[src/rtl/mux_scan_pkg.sv]
// Shared constants, state encodings and the lowest-channel helper for the mux scan sequencer.
package mux_scan_pkg;

    localparam int NUM_CH = 4;
    localparam int SEL_W  = 2;
    localparam int CNT_W  = 4;

    localparam logic [1:0] ST_IDLE   = 2'd0;
    localparam logic [1:0] ST_SETTLE = 2'd1;
    localparam logic [1:0] ST_SAMPLE = 2'd2;
    localparam logic [1:0] ST_DONE   = 2'd3;

    // Lowest enabled channel; returns 0 for an empty mask, which callers must screen out.
    function automatic logic [SEL_W-1:0] first_ch(input logic [NUM_CH-1:0] mask);
        logic [SEL_W-1:0] result;
        result = '0;
        for (int i = NUM_CH - 1; i >= 0; i--) begin
            if (mask[i]) begin
                result = SEL_W'(i);
            end
        end
        return result;
    endfunction

endpackage

[src/rtl/mux_scan_next_ch.sv]
// Finds the lowest enabled channel strictly above the current one.
module mux_scan_next_ch
    import mux_scan_pkg::*;
(
    input  logic [NUM_CH-1:0] i_mask,
    input  logic [SEL_W-1:0]  i_ch,
    output logic [SEL_W-1:0]  o_next_ch,
    output logic              o_has_next
);

    // Scanning downward lets the lowest qualifying channel win the last assignment.
    always_comb begin
        o_next_ch  = i_ch;
        o_has_next = 1'b0;
        for (int i = NUM_CH - 1; i >= 0; i--) begin
            if ((i > int'(i_ch)) && i_mask[i]) begin
                o_next_ch  = SEL_W'(i);
                o_has_next = 1'b1;
            end
        end
    end

endmodule

[src/rtl/mux_scan_sequencer.sv]
// Steps the 4:1 mux select through the enabled channels, samples y after a settle period,
// and offers the packed frame downstream on a valid/ready handshake.
module mux_scan_sequencer
    import mux_scan_pkg::*;
#(
    parameter int SETTLE_CYC   = 2,
    parameter bit AUTO_RESTART = 1'b0
) (
    input  logic              i_clk,
    input  logic              i_rst,
    input  logic              i_start,
    input  logic [NUM_CH-1:0] i_ch_mask,
    output logic              o_s0,
    output logic              o_s1,
    input  logic              i_y_in,
    output logic [NUM_CH-1:0] o_frame,
    output logic              o_frame_valid,
    input  logic              i_frame_ready,
    output logic              o_busy
);

    if ((SETTLE_CYC < 1) || (SETTLE_CYC > 15)) begin : g_bad_settle
        $error("mux_scan_sequencer: SETTLE_CYC must be in 1..15");
    end

    localparam logic [CNT_W-1:0] CNT_LOAD = CNT_W'(SETTLE_CYC - 1);

    logic [1:0]        r_state;
    logic [NUM_CH-1:0] r_mask_q;
    logic [SEL_W-1:0]  r_ch;
    logic [CNT_W-1:0]  r_cnt;
    logic [NUM_CH-1:0] r_acc;
    logic [NUM_CH-1:0] r_frame;
    logic              r_valid;

    logic [NUM_CH-1:0] w_first_mask;
    logic [SEL_W-1:0]  w_first_ch;
    logic [SEL_W-1:0]  w_next_ch;
    logic              w_has_next;
    logic [NUM_CH-1:0] w_acc_upd;

    // A fresh scan takes its mask from the port in IDLE and from the captured copy on restart.
    assign w_first_mask = (r_state == ST_IDLE) ? i_ch_mask : r_mask_q;
    assign w_first_ch   = first_ch(w_first_mask);
    assign w_acc_upd    = r_acc | (NUM_CH'(i_y_in) << r_ch);

    mux_scan_next_ch u_next_ch (
        .i_mask     (r_mask_q),
        .i_ch       (r_ch),
        .o_next_ch  (w_next_ch),
        .o_has_next (w_has_next)
    );

    always_ff @(posedge i_clk) begin
        if (i_rst) begin
            r_state  <= ST_IDLE;
            r_mask_q <= '0;
            r_ch     <= '0;
            r_cnt    <= '0;
            r_acc    <= '0;
            r_frame  <= '0;
            r_valid  <= 1'b0;
        end else begin
            case (r_state)
                ST_IDLE: begin
                    if (i_start) begin
                        r_mask_q <= i_ch_mask;
                        r_acc    <= '0;
                        if (|i_ch_mask) begin
                            r_ch    <= w_first_ch;
                            r_cnt   <= CNT_LOAD;
                            r_state <= ST_SETTLE;
                        end else begin
                            r_frame <= '0;
                            r_state <= ST_DONE;
                        end
                    end
                end
                ST_SETTLE: begin
                    if (r_cnt == '0) begin
                        r_state <= ST_SAMPLE;
                    end else begin
                        r_cnt <= r_cnt - 1'b1;
                    end
                end
                ST_SAMPLE: begin
                    r_acc <= w_acc_upd;
                    if (w_has_next) begin
                        r_ch    <= w_next_ch;
                        r_cnt   <= CNT_LOAD;
                        r_state <= ST_SETTLE;
                    end else begin
                        r_frame <= w_acc_upd;
                        r_valid <= 1'b1;
                        r_state <= ST_DONE;
                    end
                end
                ST_DONE: begin
                    // Entering DONE with valid low only happens for an empty mask.
                    if (!r_valid) begin
                        r_valid <= 1'b1;
                    end else if (i_frame_ready) begin
                        r_valid <= 1'b0;
                        if (AUTO_RESTART && (|r_mask_q)) begin
                            r_acc   <= '0;
                            r_ch    <= w_first_ch;
                            r_cnt   <= CNT_LOAD;
                            r_state <= ST_SETTLE;
                        end else begin
                            r_state <= ST_IDLE;
                        end
                    end
                end
                default: begin
                    r_state <= ST_IDLE;
                end
            endcase
        end
    end

    assign o_s0          = r_ch[0];
    assign o_s1          = r_ch[1];
    assign o_frame       = r_frame;
    assign o_frame_valid = r_valid;
    assign o_busy        = (r_state != ST_IDLE);

endmodule
[config.mk]
export PLATFORM = sky130hd
export DESIGN_NAME = mux_scan_sequencer
export DESIGN_NICKNAME = d
export VERILOG_FILES = /design/src/rtl/mux_scan_pkg.sv /design/src/rtl/mux_scan_next_ch.sv /design/src/rtl/mux_scan_sequencer.sv
export SDC_FILE = /design/constraint.sdc
export NUM_CORES = 1
export LEC_CHECK = 0
export BUFFER_PORTS_ARGS = -buffer_cell sky130_fd_sc_hd__buf_2
export CAP_MARGIN = 40
export CORE_UTILIZATION = 59
export DETAILED_ROUTE_END_ITERATION = 6
export PLACE_DENSITY = 0.81
export SKIP_CTS_REPAIR_TIMING = 1
export SLEW_MARGIN = 20
export SYNTH_ARGS = -nofsm -noshare
export SYNTH_HDL_FRONTEND = slang
export SYNTH_HIERARCHICAL = 1
export SYNTH_SLANG_ARGS = --single-unit
[constraint.sdc]
create_clock -name i_clk -period 3.95 [get_ports i_clk]
set_clock_uncertainty 0.15 [all_clocks]
set_input_delay 0.79 -clock i_clk [delete_from_list [all_inputs] [get_ports i_clk]]
set_output_delay 0.79 -clock i_clk [all_outputs]
set_load 0.05 [all_outputs]
==> results of run 1 <==
cells in the final DEF, fill, tap and decap left out, types with 2 or more instances in the layout:
cell	count
a21oi_2	2
nor3_2	2
nor2b_1	2
a21oi_1	14
o21ai_0	10
clkbuf_4	3
xor2_1	2
buf_2	16
mux2i_1	4
nand3_1	4
o22ai_1	2
nor3_1	5
ha_1	2
dfxtp_1	21
nand2_1	12
nor2_1	16
nand2b_1	5
inv_1	6
final timing paths:
path	endpoint	slack [ns]	cells after the start
setup / recovery	o_busy	1.51	2
hold / removal	o_frame[3]	0.30	2
setup reg to reg	o_frame[2]	1.99	7
hold reg to reg	o_frame[3]	0.30	2
per-layer routing:
metal,up-vias,track usage [%]
met5,-,0
met4,0,10.30
met1,466,31.51
met3,4,3.968
met2,22,38.55
li1,505,-
sequential cells by signal, summed over array words and instances (netlist names):
register and flops:
o_frame 4, r_acc 4, r_mask_q 4, r_ch 2, r_cnt 4, r_state 2
o_frame_valid 1
worst register-to-register path, cell delays in order, from the launching register on:
cell     delay [ns]
dfxtp_1        0.52
inv_2          0.08
a21oi_2        0.17
o22ai_1        0.17
nor3b_1        0.42
a21oi_1        0.15
nand2_1        0.11
a21oi_1        0.06
kinds of logic after synthesis:
kind of cell    count (synthesis)  synth area share [%]
simple gates                   56                 28.07
compound gates                 37                 22.44
flops                          21                 37.88
buf+inv                        12                 4.170
mux                             4                 3.608
xor+xnor                        2                 1.579
fa+ha+maj                       2                 2.254
per-stage QoR:
stage	utilization (%)	area, µm²	hold WS [ns]	setup slack [ns]
after CTS	70.39	1229	0.3101	1.511
after global routing	70.39	1229	0.3275	1.404
after floorplan	-	1110	0.2930	1.879
after detailed placement	68.82	1201	0.2944	1.688
final	70.39	1229	0.3023	1.505
after global placement	68.82	1201	0.2881	1.719
power by group through the flow:
stage               Sequential, mW  Clock (mW)  Combinational [mW]
floorplan                    0.275           0               0.135
global placement             0.268           0               0.174
detailed placement           0.269           0               0.180
CTS                          0.264       0.106               0.181
global route                 0.270       0.113               0.197
finish                       0.265       0.102               0.180
area by class of cell:
| type | instances | area share [%] |
|---|---|---|
| Multi-Input combinational cell | 101 | 52.34 |
| Sequential cell | 21 | 34.22 |
| Timing Repair Buffer | 16 | 6.517 |
| Tap cell | 25 | 2.546 |
| Inverter | 7 | 2.138 |
| Clock buffer | 3 | 1.833 |
| Clock inverter | 1 | 0.4073 |
==> out/metrics.csv, run 1 <==
stage,metric,value,unit
global_route,initial antenna violation count,0,
detailed_routing,via count,997,
floorplan,core area,1745,µm²
cells_and_area,area of the multi-input gates,643.1,µm²
yosys,synthesized area,1110,µm²
sta,final setup violation count,0,
sta,actual slew at the worst max-slew pin,0.5469,ns
setup_path,CP top delay family,flip-flops,
setup_path,worst-path fanout max,17,
setup_path,Required @ worst endpoint,3.01,ns
yosys,"count leader, synth",dfxtp_1,
floorplan,die area,2058,µm²
yosys,Synth area leader,dfxtp_1,
detailed_routing,initial DRC count,10,
clock_tree,clock tree buffer depth,2,
power,clock power share,18.6,%
sta,fin crit period,2.445,ns
worst_hold_path,HP Start,o_frame[3],
clock_tree,CTS buffer count,3,
setup_path,Setup crit start kind,flop,
place,input/output buffers,16,
power,Peak VDD IR,0.0002927,V
yosys,"EDFF count, synth",0,
run,Max-Cap Viols,0,
sta,Final Cycle Share,61.90,%
power,combinational share of power,33.0,%
sta,setup_tns,0,ns
yosys,Synthesized Nets,145,
sta,max-slew violation count,0,
yosys,Ys Warns,6,
power,switching power of the nets,0.2076,mW
detailed_routing,drt total wl,2195,µm
cells_and_area,share of cells above drive strength 1,23.49,%
setup_path,crit path cell chain,or2_2 > buf_2,
yosys,most frequent cells after synthesis,"dfxtp_1 (21), nor2_1 (16), a21oi_1 (14), nand2_1 (12), o21ai_0 (10)",
cells_and_area,final net count,161,
detailed_routing,vias per cell,5.730,
yosys,post-synthesis register bit count,21,
power,Pleak,0.4704,nW
clock_tree,CTS Root Cell,clkbuf_4,
detailed_routing,DRC,0,
yosys,post-synth cell types,38,
clock_tree,CTS tree,done,
floorplan,DIE WIDTH,45.37,µm
yosys,Main synth FF type,dfxtp_1,
power,Seq pwr share,48.5,%
yosys,top post-synthesis cells by area,"dfxtp_1 (38%), a21oi_1 (6.3%), nor2_1 (5.4%), o21ai_0 (4.5%), nand2_1 (4.1%)",
clock_tree,Skew-Pair Late Insertion Delay,0.30,ns
global_route,Overflow after GRT,0,
power,internal power,0.3396,mW
yosys,Avg Inst Size Synth,8.282,µm²
yosys,"Seq/Total Area, Yosys",37.88,%
sta,Fmax achieved,0.4090,GHz
clock_tree,htree depth,1,
yosys,Synth top area share,37.88,%
setup_path,Max stage delay on crit path,0.69,ns
outcome,status,"finished, final reports clean",
floorplan,std cell rows,15,
place,Post-DP HPWL,1635,µm
clock_tree,clk sink count,21,
detailed_routing,routed length per instance,12.61,µm
setup_path,critical path class,reg -> out,
detailed_routing,met1 WL,1016,µm
floorplan,chip height,45.37,µm
sta,RSZ-0062 raised after global routing,no,
detailed_routing,DR pass1 iterations,4,
global_route,GR Util All Layers,23.92,%
worst_hold_path,Worst Hold Class,reg -> reg,
cells_and_area,fillcell total,145,
power,Total Power,0.5472,mW
cells_and_area,Layout area overhead,10.71,%
setup_path,slowest CP cell,dfxtp_1,
power,sw frac,37.94,%
floorplan,Starting Density,63.58,%
place,Placed Cells,170,
cells_and_area,ANT cells,0,
setup_path,CP Launch Point,r_state[1],
setup_path,Worst EP arrival,1.50,ns
power,P per Cell Area,445.3,nW/µm²
detailed_routing,max layer used,met4,
global_route,first-pass GRT wire length,3601,µm
clock_tree,clk slew on worst S/H paths,0.12,ns
yosys,"FFs w/ async S/R, synth",0,%
detailed_routing,metal2 WL,1077,µm
sta,Hold Fails Final Rpt,0,
global_route,vias in the first global route,822,
cells_and_area,Non-Filler Instances,174,
setup_path,Buf/Inv on CP,1,
detailed_routing,number of nets with antenna violations after routing,0,
detailed_routing,length of routed met3 wiring,75,µm
setup_path,crit end category,output port,
sta,Slew headroom,63.49,%
place,GP Congestion,0.8996,
cells_and_area,Register Area,420.4,µm²
global_route,largest net degree at the start of global routing,22,
yosys,Cells after Synth,134,
floorplan,Ports,17,
setup_path,worst r2r src,r_ch[1],
Power figures use the tool's default switching activity.
==> run 2: changes to the inputs <==
Settings changed: CORE_UTILIZATION 59 to 54, PLACE_DENSITY 0.81 to 0.75.
Clock period 3.95 ns to 2.4 ns, I/O delays scaled along.
==> run 2 against run 1 <==
Flip-flop and latch count stayed put. Core utilization is 6.5 points lower. Cell count rose by 1.7%. Total power rose by 67%. Global-route usage fell by 1.4 points. Routed wire length grew 2.6%. Non-clock buffer count increased by 1. Combinational power rose by 72%. Via count decreased by 1.9%. Critical endpoint unchanged.
==> out/metrics.csv, run 2 (synthesized netlist as in run 1, its figures left out) <==
stage,metric,value,unit,change
sta,Final WS setup,0.2225,ns,was 1.505 ns
clock_tree,CTS Root Cell,clkbuf_4,,unchanged
global_route,met1 Resource Use GR,27.74,%,was 31.51%
sta,Fmax achieved,0.4592,GHz,
clock_tree,htree depth,1,,unchanged
clock_tree,Skew-Pair Late Insertion Delay,0.31,ns,was 0.30 ns
place,input/output buffers,16,,unchanged
power,P per Cell Area,736.9,nW/µm²,was 445.3 nW/µm²
global_route,GRT met3 Usage,6.923,%,was 3.968%
setup_path,r2r setup slk,0.40,ns,was 1.99 ns
floorplan,core area,1942,µm²,was 1745 µm²
global_route,global routing's busiest layer,met2,,unchanged
floorplan,Ports,17,,unchanged
global_route,first-pass GRT wire length,3484,µm,was 3601 µm
cells_and_area,fillcell total,183,,was 145
detailed_routing,DR pass1 iterations,4,,unchanged
sta,max-slew violation count,0,,unchanged
detailed_routing,via count,978,,was 997
global_route,Overflow after GRT,0,,unchanged
place,Placed Area,1211,µm²,was 1201 µm²
detailed_routing,number of nets with antenna violations after routing,0,,unchanged
setup_path,Worst R2R End,o_frame[0],,was o_frame[2]
detailed_routing,vias per cell,5.525,,was 5.730
sta,RSZ-0062 raised after global routing,no,,unchanged
setup_path,cells on worst reg2reg path,7,,unchanged
power,Peak VDD IR,0.0004927,V,was 0.0002927 V
sta,Hold Fails Final Rpt,0,,unchanged
global_route,GR Util All Layers,22.54,%,was 23.92%
cells_and_area,fin util,63.92,%,was 70.39%
sta,final setup violation count,0,,unchanged
sta,Slew headroom,61.17,%,was 63.49%
setup_path,CP Launch Point,r_state[0],,was r_state[1]
cells_and_area,most frequent cells in the layout,"dfxtp_1 (21), nor2_1 (16), buf_2 (16)",,unchanged
cells_and_area,ANT cells,0,,unchanged
cells_and_area,Layout area overhead,11.84,%,was 10.71%
floorplan,Starting Density,57.15,%,was 63.58%
detailed_routing,drt total wl,2253,µm,was 2195 µm
clock_tree,clock tree buffer depth,2,,unchanged
cells_and_area,final net count,162,,was 161
sta,fin crit period,2.178,ns,
power,Pleak,0.4718,nW,was 0.4704 nW
clock_tree,clk slew on worst S/H paths,0.13,ns,was 0.12 ns
place,Post-DP HPWL,1651,µm,was 1635 µm
clock_tree,CTS buffer count,3,,unchanged
setup_path,worst-path fanout max,16,,was 17
sta,setup_tns,0,ns,unchanged
cells_and_area,share of cells above drive strength 1,24.00,%,was 23.49%
setup_path,crit end category,output port,,unchanged
setup_path,Required @ worst endpoint,1.77,ns,was 3.01 ns
clock_tree,clk sink count,21,,unchanged
global_route,initial antenna violation count,0,,unchanged
setup_path,critical path class,reg -> out,,unchanged
floorplan,DIE WIDTH,47.34,µm,was 45.37 µm
detailed_routing,DRC,0,,unchanged
cells_and_area,final instance area,1241,µm²,was 1229 µm²
floorplan,die area,2241,µm²,was 2058 µm²
place,GP Congestion,0.8230,,was 0.8996
setup_path,Setup crit start kind,flop,,unchanged
clock_tree,CTS tree,done,,unchanged
sta,Final Cycle Share,90.73,%,
worst_hold_path,Worst Hold Class,reg -> reg,,unchanged
sta,actual slew at the worst max-slew pin,0.5771,ns,was 0.5469 ns
global_route,met2 Usage GRT,36.71,%,was 38.55%
floorplan,std cell rows,16,,was 15
floorplan,chip height,47.34,µm,was 45.37 µm
detailed_routing,initial DRC count,11,,was 10
place,post-place setup slack,0.4507,ns,was 1.688 ns
run,Max-Cap Viols,0,,unchanged
detailed_routing,routed length per instance,12.73,µm,was 12.61 µm
setup_path,worst r2r src,r_ch[1],,unchanged
outcome,status,"finished, final reports clean",,unchanged
setup_path,Worst EP arrival,1.55,ns,was 1.50 ns
global_route,largest net degree at the start of global routing,22,,unchanged
cells_and_area,"commonest non-fill, non-tap cell in the layout",dfxtp_1,,unchanged
global_route,vias in the first global route,837,,was 822
setup_path,crit path capture,o_busy,,unchanged
[run 2: metal layers]
layer	part of all wire [%]	wire (µm)	vias up
li1	-	-	504
met5	0	0	-
met4	2.3	51	0
met2	48	1071	23
met1	45	1018	445
met3	5.0	112	6
[run 2: area by class of cell]
cell class	instances	area (µm²)	share of cell area (%)
clock buffers	3	22.52	1.815
clock inverters	1	7.507	0.6048
inverters	7	26.28	2.117
multi-input cells	101	643.1	51.81
flip-flops and latches	21	420.4	33.87
well taps	27	33.78	2.722
repair buffers	17	87.58	7.056
[run 2: worst min path at each step]
stage | startpoint | to | slack (ns) | cells after the start
detailed placement | o_frame[2] | o_frame[2] | 0.29 | 2
floorplan | r_acc[0] | r_acc[0] | 0.29 | 2
CTS | o_frame[2] | o_frame[2] | 0.31 | 2
global placement | o_frame[0] | o_frame[0] | 0.29 | 2
finish | o_frame[2] | o_frame[2] | 0.31 | 2
global route | i_ch_mask[1] | r_mask_q[1] | 0.32 | 3
[run 2: per-stage QoR]
stage / instances / hold WS [ns] / total power [mW]
floorplan: 134 / 0.2930 / 0.6751
CTS: 177 / 0.3083 / 0.9216
finish: 177 / 0.3058 / 0.9146
global placement: 173 / 0.2857 / 0.7338
global route: 177 / 0.3234 / 0.9733
detailed placement: 173 / 0.2914 / 0.7450
[run 2: worst max-delay path, stage by stage, from the launching register on]
cell,delay [ns]
dfxtp_1,0.71
or2_2,0.25
buf_2,0.26
[run 2: power breakdown]
part / switching, mW / leakage, nW / internal [mW]
Combinational: 0.187 / 0.287 / 0.121
Clock: 0.112 / 0.0139 / 0.0636
Sequential: 0.0507 / 0.171 / 0.379
Total: 0.350 / 0.472 / 0.564
==> run 3: changes to the inputs <==
Settings changed: CORE_MARGIN set to 1, CTS_CLUSTER_SIZE set to 30, PLACE_DENSITY 0.75 to 0.76.
==> run 3 against run 2 <==
Combinational power is essentially flat. Routed wire length rose by 0.71%. Hold slack better by 0.00098 ns. Fmax fell by 0.19%.
==> out/metrics.csv, run 3 (synthesized netlist as in run 1, its figures left out) <==
stage,metric,value,unit,change
power,Pleak,0.4718,nW,unchanged
cells_and_area,area of the multi-input gates,643.1,µm²,unchanged
sta,final setup violation count,0,,unchanged
run,Max-Cap Viols,0,,unchanged
clock_tree,htree depth,1,,unchanged
sta,Final Cycle Share,90.91,%,was 90.73%
place,post-place setup slack,0.4361,ns,was 0.4507 ns
detailed_routing,drt total wl,2269,µm,was 2253 µm
clock_tree,CTS buffer count,3,,unchanged
clock_tree,clock tree buffer depth,2,,unchanged
place,GP Congestion,0.8224,,was 0.8230
detailed_routing,vias per cell,5.514,,was 5.525
setup_path,cells on worst reg2reg path,7,,unchanged
detailed_routing,initial DRC count,9,,was 11
clock_tree,Skew-Pair Late Insertion Delay,0.31,ns,about the same
floorplan,Starting Density,57.15,%,unchanged
setup_path,Required @ worst endpoint,1.77,ns,about the same
detailed_routing,via count,976,,was 978
outcome,status,"finished, final reports clean",,unchanged
global_route,largest net degree at the start of global routing,22,,unchanged
sta,actual slew at the worst max-slew pin,0.5944,ns,was 0.5771 ns
sta,Hold Fails Final Rpt,0,,unchanged
power,P per Cell Area,738.6,nW/µm²,was 736.9 nW/µm²
place,input/output buffers,16,,unchanged
floorplan,Ports,17,,unchanged
power,Peak VDD IR,0.0004607,V,was 0.0004927 V
cells_and_area,Layout area overhead,11.84,%,unchanged
sta,max-slew violation count,0,,unchanged
clock_tree,clk slew on worst S/H paths,0.13,ns,about the same
worst_hold_path,WHS Path Cells,2,,unchanged
detailed_routing,DR pass1 iterations,4,,unchanged
clock_tree,CTS tree,done,,unchanged
global_route,Overflow after GRT,0,,unchanged
floorplan,DIE WIDTH,47.34,µm,unchanged
clock_tree,CTS Root Cell,clkbuf_4,,unchanged
global_route,first-pass GRT wire length,3629,µm,was 3484 µm
floorplan,chip height,47.34,µm,unchanged
detailed_routing,met1 WL,1094,µm,was 1018 µm
cells_and_area,fillcell total,196,,was 183
global_route,vias in the first global route,874,,was 837
sta,RSZ-0062 raised after global routing,no,,unchanged
cells_and_area,final net count,162,,unchanged
detailed_routing,number of nets with antenna violations after routing,0,,unchanged
detailed_routing,routed length per instance,12.82,µm,was 12.73 µm
cells_and_area,Register Area,420.4,µm²,unchanged
global_route,initial antenna violation count,0,,unchanged
sta,Final WS setup,0.2182,ns,was 0.2225 ns
cells_and_area,"commonest non-fill, non-tap cell in the layout",dfxtp_1,,unchanged
place,Post-DP HPWL,1644,µm,was 1651 µm
detailed_routing,length of routed met3 wiring,115,µm,was 112 µm
sta,Slew headroom,60.32,%,was 61.17%
cells_and_area,most frequent cells in the layout,"dfxtp_1 (21), nor2_1 (16), buf_2 (16)",,unchanged
cells_and_area,fin util,63.92,%,unchanged
setup_path,Setup crit start kind,flop,,unchanged
setup_path,worst-path fanout max,17,,was 16
clock_tree,clk sink count,21,,unchanged
detailed_routing,DRC,0,,unchanged
floorplan,die area,2241,µm²,unchanged
setup_path,critical path class,reg -> out,,unchanged
global_route,GR Util All Layers,23.09,%,was 22.54%
sta,Fmax achieved,0.4583,GHz,was 0.4592 GHz
cells_and_area,share of cells above drive strength 1,24.00,%,unchanged
detailed_routing,metal2 WL,1052,µm,was 1071 µm
cells_and_area,ANT cells,0,,unchanged
floorplan,std cell rows,16,,unchanged
setup_path,crit end category,output port,,unchanged
setup_path,Worst EP arrival,1.55,ns,about the same
sta,setup_tns,0,ns,unchanged
worst_hold_path,Worst Hold Class,reg -> reg,,unchanged
floorplan,core area,1942,µm²,unchanged
sta,fin crit period,2.182,ns,was 2.178 ns
detailed_routing,max layer used,met4,,unchanged
[run 3: area by class of cell]
| type | count | area share [%] |
|---|---|---|
| clock inverters | 1 | 0.6048 |
| well taps | 27 | 2.722 |
| repair buffers | 17 | 7.056 |
| clock buffers | 3 | 1.815 |
| flip-flops and latches | 21 | 33.87 |
| multi-input cells | 101 | 51.81 |
| inverters | 7 | 2.117 |
[run 3: where the power goes]
group / internal (mW) / switching (mW) / total (mW) / leakage [nW]
Clock: 0.0635 / 0.112 / 0.176 / 0.0139
Combinational: 0.121 / 0.188 / 0.310 / 0.287
Sequential: 0.379 / 0.0517 / 0.431 / 0.171
[run 3: path summary, 6_finish.rpt]
check	startpoint	end	slack [ns]
hold / removal	o_frame[0]	o_frame[0]	0.31
hold reg to reg	o_frame[0]	o_frame[0]	0.31
setup / recovery	r_state[1]	o_busy	0.22
setup reg to reg	r_ch[1]	o_frame[1]	0.47
[run 3: routing by layer]
metal	vias up	GRT usage (%)
met3	2	5.000
met4	0	8.571
met5	-	0
met2	26	37.53
met1	444	29.84
li1	504	-
[run 3: critical path, cell delays in order (launching register included)]
cell	delay, ns
dfxtp_1	0.72
or2_2	0.25
buf_2	0.27
[run 3: through the flow]
step / instances / area, µm² / hold WS [ns] / power (mW)
floorplan: 134 / 1110 / 0.2930 / 0.6751
global placement: 173 / 1211 / 0.2851 / 0.7335
detailed placement: 173 / 1211 / 0.2923 / 0.7459
CTS: 177 / 1241 / 0.3100 / 0.9216
global route: 177 / 1241 / 0.3309 / 0.9685
finish: 177 / 1241 / 0.3067 / 0.9168
